### src/rtl/demux8_16bit_buf.sv
// ---------------------------------------------------------------------------
// demux8_16bit_buf
//
// Purpose:
//   Routes a stream of WIDTH-bit words from one source to eight buffered
//   output channels (A..H). Each channel owns a single holding register and
//   a valid bit. A channel is written only when it is empty, or when its
//   consumer takes the current word in the same cycle, so a refill can follow
//   an ack without a bubble. Accepted words are counted. An ack on an empty
//   channel sets a sticky error flag.
//
// Ports:
//   clk              rising-edge clock for all state
//   rst_n            asynchronous active-low reset
//   in_valid         source offers in_data this cycle
//   in_sel[2:0]      destination channel index (0 = A ... 7 = H)
//   in_data          offered word
//   in_ready         addressed channel can take the word this cycle
//   out_a..out_h     channel holding registers
//   out_valid[7:0]   bit i set = channel i holds an unconsumed word
//   out_ack[7:0]     bit i = consumer of channel i takes its word
//   accept_cnt[15:0] count of accepted words, wraps at 16 bits
//   ack_err          sticky flag for an ack seen on an empty channel
//
// CHANNELS is fixed at 8 because the select is 3 bits and the outputs are
// named individually. It is kept as a parameter for documentation and for
// sizing the internal storage.
// ---------------------------------------------------------------------------
module demux8_16bit_buf #(
    parameter int WIDTH    = 16,
    parameter int CHANNELS = 8
) (
    input  logic             clk,
    input  logic             rst_n,
    input  logic             in_valid,
    input  logic [2:0]       in_sel,
    input  logic [WIDTH-1:0] in_data,
    output logic             in_ready,
    output logic [WIDTH-1:0] out_a,
    output logic [WIDTH-1:0] out_b,
    output logic [WIDTH-1:0] out_c,
    output logic [WIDTH-1:0] out_d,
    output logic [WIDTH-1:0] out_e,
    output logic [WIDTH-1:0] out_f,
    output logic [WIDTH-1:0] out_g,
    output logic [WIDTH-1:0] out_h,
    output logic [7:0]       out_valid,
    input  logic [7:0]       out_ack,
    output logic [15:0]      accept_cnt,
    output logic             ack_err
);

    logic [WIDTH-1:0] data_r [CHANNELS];
    logic [7:0]       valid_r;
    logic [15:0]      cnt_r;
    logic             err_r;

    logic             ready_s;
    logic             accept_s;
    logic [7:0]       load_s;
    logic [7:0]       valid_nxt_s;
    logic             spurious_s;

    // Handshake decode: readiness of the addressed channel, load strobe, next valid bits
    always_comb begin
        ready_s     = ~valid_r[in_sel] | out_ack[in_sel];
        accept_s    = in_valid & ready_s;
        load_s      = 8'h00;
        if (accept_s) begin
            load_s[in_sel] = 1'b1;
        end else begin
            load_s = 8'h00;
        end
        // A load on the same edge as an ack wins, so the channel stays valid.
        valid_nxt_s = load_s | (valid_r & ~out_ack);
        spurious_s  = |(out_ack & ~valid_r);
    end

    // Channel holding registers: change only when a word is accepted for them
    always_ff @(posedge clk or negedge rst_n) begin
        if (!rst_n) begin
            for (int i = 0; i < CHANNELS; i++) begin
                data_r[i] <= {WIDTH{1'b0}};
            end
        end else begin
            for (int i = 0; i < CHANNELS; i++) begin
                if (load_s[i]) begin
                    data_r[i] <= in_data;
                end else begin
                    data_r[i] <= data_r[i];
                end
            end
        end
    end

    // Channel valid bits
    always_ff @(posedge clk or negedge rst_n) begin
        if (!rst_n) begin
            valid_r <= 8'h00;
        end else begin
            valid_r <= valid_nxt_s;
        end
    end

    // Accepted-word counter, wraps naturally at 16 bits
    always_ff @(posedge clk or negedge rst_n) begin
        if (!rst_n) begin
            cnt_r <= 16'h0000;
        end else if (accept_s) begin
            cnt_r <= cnt_r + 16'h0001;
        end else begin
            cnt_r <= cnt_r;
        end
    end

    // Sticky error for an ack on an empty channel; cleared only by reset
    always_ff @(posedge clk or negedge rst_n) begin
        if (!rst_n) begin
            err_r <= 1'b0;
        end else if (spurious_s) begin
            err_r <= 1'b1;
        end else begin
            err_r <= err_r;
        end
    end

    assign in_ready   = ready_s;
    assign out_a      = data_r[0];
    assign out_b      = data_r[1];
    assign out_c      = data_r[2];
    assign out_d      = data_r[3];
    assign out_e      = data_r[4];
    assign out_f      = data_r[5];
    assign out_g      = data_r[6];
    assign out_h      = data_r[7];
    assign out_valid  = valid_r;
    assign accept_cnt = cnt_r;
    assign ack_err    = err_r;

endmodule

### config.mk
export PLATFORM = sky130hd
export DESIGN_NAME = demux8_16bit_buf
export DESIGN_NICKNAME = d
export VERILOG_FILES = /design/src/rtl/demux8_16bit_buf.sv
export SDC_FILE = /design/constraint.sdc
export NUM_CORES = 1
export LEC_CHECK = 0
export BUFFER_PORTS_ARGS = -buffer_cell sky130_fd_sc_hd__buf_4
export CAP_MARGIN = 20
export CORE_MARGIN = 2
export CORE_UTILIZATION = 51
export CTS_CLUSTER_SIZE = 40
export DETAILED_ROUTE_END_ITERATION = 6
export GPL_ROUTABILITY_DRIVEN = 0
export PLACE_DENSITY = 0.79
export SLEW_MARGIN = 20
export SYNTH_ARGS = -nofsm -noshare
export SYNTH_HDL_FRONTEND = slang
export SYNTH_SLANG_ARGS = --single-unit
export TNS_END_PERCENT = 100
### constraint.sdc
create_clock -name clk -period 2.6 [get_ports clk]
set_input_delay 0.39 -clock clk [delete_from_list [all_inputs] [get_ports clk]]
set_output_delay 0.39 -clock clk [all_outputs]
set_load 0.01 [all_outputs]
# Word-level counts from Yosys, hierarchy flattened
# Index checks and enable logic that the tools add are counted.
[totals] input_bits=30 ff_bits=153 wordCells=31 output_inout_bits=154
[classes] mux=7 add_sub_neg=1 bitwise=8 magnitude_cmp=2 n_reduce_logical=2
[ops] operator="$add 16x1->16 const B" n=1
[ops] operator="$and 8x8->8" n=2
[ops] operator="$not 8->8" n=2
[ops] operator="$mux 8" n=1
[ops] operator="$or 8x8->8" n=1
[ops] operator="$reduce_or 8->1" n=1
[ops] operator="$bmux 1 s3" n=2
[ops] operator="$lt 3x4->1 const B" n=1
[ops] operator="$demux 1 s3" n=1
[ops] operator="$ge 3x1->1 const B" n=1
[ops] operator="$mux 1" n=3
[ops] operator="$and 1x1->1" n=1
[ops] operator="$logic_and 1x1->1" n=1
[ops] operator="$not 1->1" n=1
[ops] operator="$or 1x1->1" n=1

# Logic depth before layout (Yosys ltp)
[depth] word_depth=7 mapped_depth=8

# Worst setup path before layout
# Ideal clock, no wire load.
[synth_path] path_kind="input port to flip-flop" from="input in_sel[1]" to="register data_r, in the netlist out_h[10]" n_path_buf=1 arrival_ns=2.269 setup_time_ns=0.125 slack_ns=0.206 cell_stages=6 cell_sequence="mux2_2 -> a221oi_2 -> o22ai_2 -> a2111oi_4 -> buf_6 -> mux2_2"
[synth_via] elab_chain_len=6 word_cells_on_any_way=13 classes_between="order compare (2); mux (7); bitwise (3); reduce/logical (1)"
[synth_rtl] item="start, declared" line_no="36" rtl="input logic [2:0] in_sel,"
[synth_rtl] item="branches (longest 5 deep; another with $lt 3x4->1)"
[synth_rtl] item="$mux 8 (*)" line_no="69" rtl="if (accept_s) begin"
[synth_rtl] item="end signal, assigned by index" line_no="83" rtl="data_r[i] <= {WIDTH{1'b0}};"
[synth_rtl] item="end signal, assigned by index" line_no="88" rtl="data_r[i] <= in_data;"
[synth_rtl] item="end signal, assigned by index" line_no="90" rtl="data_r[i] <= data_r[i];"
[synth_rtl] item="end, declared" line_no="53" rtl="logic [WIDTH-1:0] data_r [CHANNELS];"
# Every way passes the cells marked *. The select of a mux whose other input is x is not followed.
# A chain may end at the register's enable or synchronous reset.

# Worst setup path in the final report
[layout_path] from="input in_sel[2]" to="output in_ready"
[layout_via] elab_chain_len=4 word_cells_on_any_way=6 classes_between="mux (4); bitwise (2)"
[layout_rtl] item="$bmux 1 s3" line_no="66" rtl="ready_s = ~valid_r[in_sel] | out_ack[in_sel];"
[layout_rtl] item="$mux 1 (implied by the code)" line_no="66"
[layout_rtl] item="$not 1->1" line_no="66"
[layout_rtl] item="$or 1x1->1 (*)" line_no="66"
[layout_rtl] item="end, declared" line_no="38" rtl="output logic in_ready,"
# Mark *: on every way between the ends. The rest lies on a longest branch, timed or not. The select of a mux whose other input is x is not followed.

==> impl_metrics.env <==
export IMPL_place_area_mm2=0.00788
export IMPL_r2r_start="out_valid[7]"
export IMPL_die_x_um=114
export IMPL_cts_setup_buffers=0
export IMPL_p_sw_w=0.00226
export IMPL_switching_share=0.286
export IMPL_comb_power_share=0.277
export IMPL_p_int_w=0.00563
export IMPL_firstDrtPassIters=5
export IMPL_fin_tns_setup_ns=0
export IMPL_critPathCaptureType="primary output"
export IMPL_cts_sinks=153
export IMPL_power_density_mw_per_mm2=934
export IMPL_syn_cell_area_mm2=0.00621
export IMPL_vias=4311
export IMPL_synth_common_cells="dfrtp_1, mux2_2, nand2_1, xor2_1, inv_1"
export IMPL_antenna_found_initial=0
export IMPL_synthCells=412
export IMPL_p_seq_frac=0.430
export IMPL_cts_tree="yes"
export IMPL_synth_top_cell_area_share=0.616
export IMPL_cts_resized=0
export IMPL_ys_ff_latch=153
export IMPL_preCtsSetupSlack_ns=0.115
export IMPL_cts_hold_buf=1
export IMPL_drv_cap=0
export IMPL_hp_class="in -> reg"
export IMPL_outcome="complete, no violations"
export IMPL_hpwlAfterDp_mm=11.1
export IMPL_min_to="out_valid[1]"
export IMPL_worstSetupPathType="in -> out"
export IMPL_syn_avg_cell_area_um2=15.1
export IMPL_cp_data_required_time_ns=2.21
export IMPL_ys_seq_area_frac=0.616
export IMPL_min_period_over_period=0.948
export IMPL_clock_latency_ns=0.42
export IMPL_io_pins=184
export IMPL_ys_flop_type="dfrtp_1"
export IMPL_fillCellCount=850
export IMPL_layout_cells_non_filler=782
export IMPL_portBuffers=183
export IMPL_clockBufferDepth=2
export IMPL_layout_nets=653
export IMPL_synth_most_common_cell="dfrtp_1"
export IMPL_area_growth_syn_to_layout_pct=36.0
export IMPL_totalWireLength_mm=15.7
export IMPL_hold_viol=0
export IMPL_leakagePower_nw=4.07
export IMPL_cts_root_buf="clkbuf_16"
export IMPL_fin_crit_ns=2.46
export IMPL_critPathMaxFanout=17
export IMPL_routedWlPerCell_um=20.1
export IMPL_layout_drive_gt1_share=0.592
export IMPL_fin_skew_ns=0.0115
export IMPL_fin_util=0.706
export IMPL_htreeDepth=4
export IMPL_grt_pass1_vias=4444
export IMPL_coreArea_mm2=0.0120
export IMPL_dp_cells=749
export IMPL_cts_buffers=17
export IMPL_drc=0
export IMPL_clk_pin_slew_ns=0.05
export IMPL_gr_usage_all_layers=0.251
export IMPL_relSlewSlack=0.588
export IMPL_ys_types=40
export IMPL_peakVddDrop_mv=0.605
export IMPL_setup_viol=0
export IMPL_synth_edf_count=0
export IMPL_whs_path_depth=2
export IMPL_grt_pass1_wl_mm=24.7
export IMPL_synth_area_leaders="dfrtp_1, mux2_2, xor2_1, nand3_1, a2111oi_4"
export IMPL_synth_top_area_cell="dfrtp_1"
export IMPL_postSynth_asyncResetShare=1.00
export IMPL_final_max_slew_viol_count=0
export IMPL_reg2reg_slack_ns=0.28
export IMPL_r2r_cells=7
export IMPL_drt_iter0_markers=265
export IMPL_reg2reg_to="out_c[11]"
export IMPL_fmax_ghz=0.406
export IMPL_drtAntennaViolNets=0
export IMPL_rows=40
export IMPL_die_area_mm2=0.0131
export IMPL_die_h_um=114
export IMPL_synth_nets=443
export IMPL_grt_max_degree=67
export IMPL_final_cell_area_mm2=0.00845
export IMPL_initial_utilization=0.519
export IMPL_min_from="out_ack[1]"
export IMPL_yosysWarnings=0
export IMPL_antenna_cells=0
export IMPL_routed_via_density=5.51
export IMPL_grt_ovfl_total=0
export IMPL_cp_arrival_ns=2.07
export IMPL_setup_ws_ns=0.136
export IMPL_worstSetupStartpointType="input port"
export IMPL_pwr_share_clk=0.293
export IMPL_rsz0062_at_grt="no"
export IMPL_worstMarginPinSlew_ns=0.619
-- worst max path at each step --
| stage | start | end | slack (ns) | depth (start not counted) |
|---|---|---|---|---|
| CTS | in_sel[2] | in_ready | 0.16 | 7 |
| global placement | in_sel[1] | out_d[14] | 0.14 | 7 |
| finish | in_sel[2] | in_ready | 0.14 | 7 |
| detailed placement | in_sel[2] | out_e[8] | 0.11 | 8 |
| floorplan | in_sel[1] | out_h[10] | 0.21 | 6 |
| global route | in_sel[2] | in_ready | 0.08 | 7 |
-- cells in the final DEF, fill, tap and decap left out, types with 2 or more instances in the layout --
cell type,count
clkbuf_16,17
mux2i_1,2
a21oi_4,3
dfrtp_1,153
a211oi_1,5
buf_12,3
a2111oi_0,3
a2111oi_4,2
a21oi_1,8
clkinv_2,6
clkbuf_8,4
a221oi_2,2
a21oi_2,3
xor2_1,14
nand2_1,14
nand4_1,2
inv_1,13
o21bai_1,3
nand3_1,11
mux2_2,130
buf_4,201
nor2b_1,2
nor2_1,4
a21o_1,5
clkbuf_1,3
mux2_1,2
o22ai_1,2
-- routing by layer --
layer | routed length (µm) | track usage | up-vias
met4 | 236 | 0.0894 | 0
met2 | 7780 | 0.396 | 173
li1 | - | - | 1899
met3 | 1220 | 0.0900 | 20
met5 | 0 | 0 | -
met1 | 6480 | 0.323 | 2219
-- power groups by stage --
stage                     sequential (W)  combinational (W)  clock, W
after floorplan                  0.00364           0.000667         0
after global placement           0.00338            0.00215         0
after detailed placement         0.00342            0.00220         0
after CTS                        0.00339            0.00221   0.00236
after global routing             0.00346            0.00234   0.00245
final                            0.00339            0.00219   0.00231
-- cells by family after synthesis --
| family | count (synthesis) | synth area share |
|---|---|---|
| compound gates | 43 | 0.0654 |
| xor+xnor | 15 | 0.0211 |
| fa+ha+maj | 1 | 0.00201 |
| buf+inv | 29 | 0.0244 |
| flops | 153 | 0.616 |
| mux | 134 | 0.242 |
| simple gates | 37 | 0.0284 |
-- worst max-delay path, cell delays in order --
cell,delay (ns)
buf_4,0.18
mux2_2,0.35
o2bb2ai_1,0.15
a211oi_4,0.44
buf_4,0.32
nand2_1,0.09
buf_4,0.15
-- flip-flops by register name, indices dropped and copies added (netlist names) --
signal and cells:
out_h 16, accept_cnt 16, out_e 16, out_d 16, ack_err 1, out_g 16, out_c 16, out_a 16
out_b 16, out_f 16, out_valid 8
-- layout make-up --
type / count / area, µm² / share of cell area
inverter: 14 / 52.6 / 0.00622
clock inverter: 8 / 68.8 / 0.00814
tap: 147 / 184 / 0.0218
clock buffer: 24 / 492 / 0.0582
multi-input combinational: 230 / 2230 / 0.264
sequential: 153 / 3830 / 0.453
timing repair buffer: 206 / 1590 / 0.188
-- stage by stage --
stage	hold slack, ns	power, W
5_1_grt	0.166	0.00826
4_1_cts	0.157	0.00796
3_5_place_dp	0.435	0.00562
2_1_floorplan	0.0944	0.00431
6_report	0.177	0.00789
3_3_place_gp	0.422	0.00553
Power figures use the tool's default switching activity.
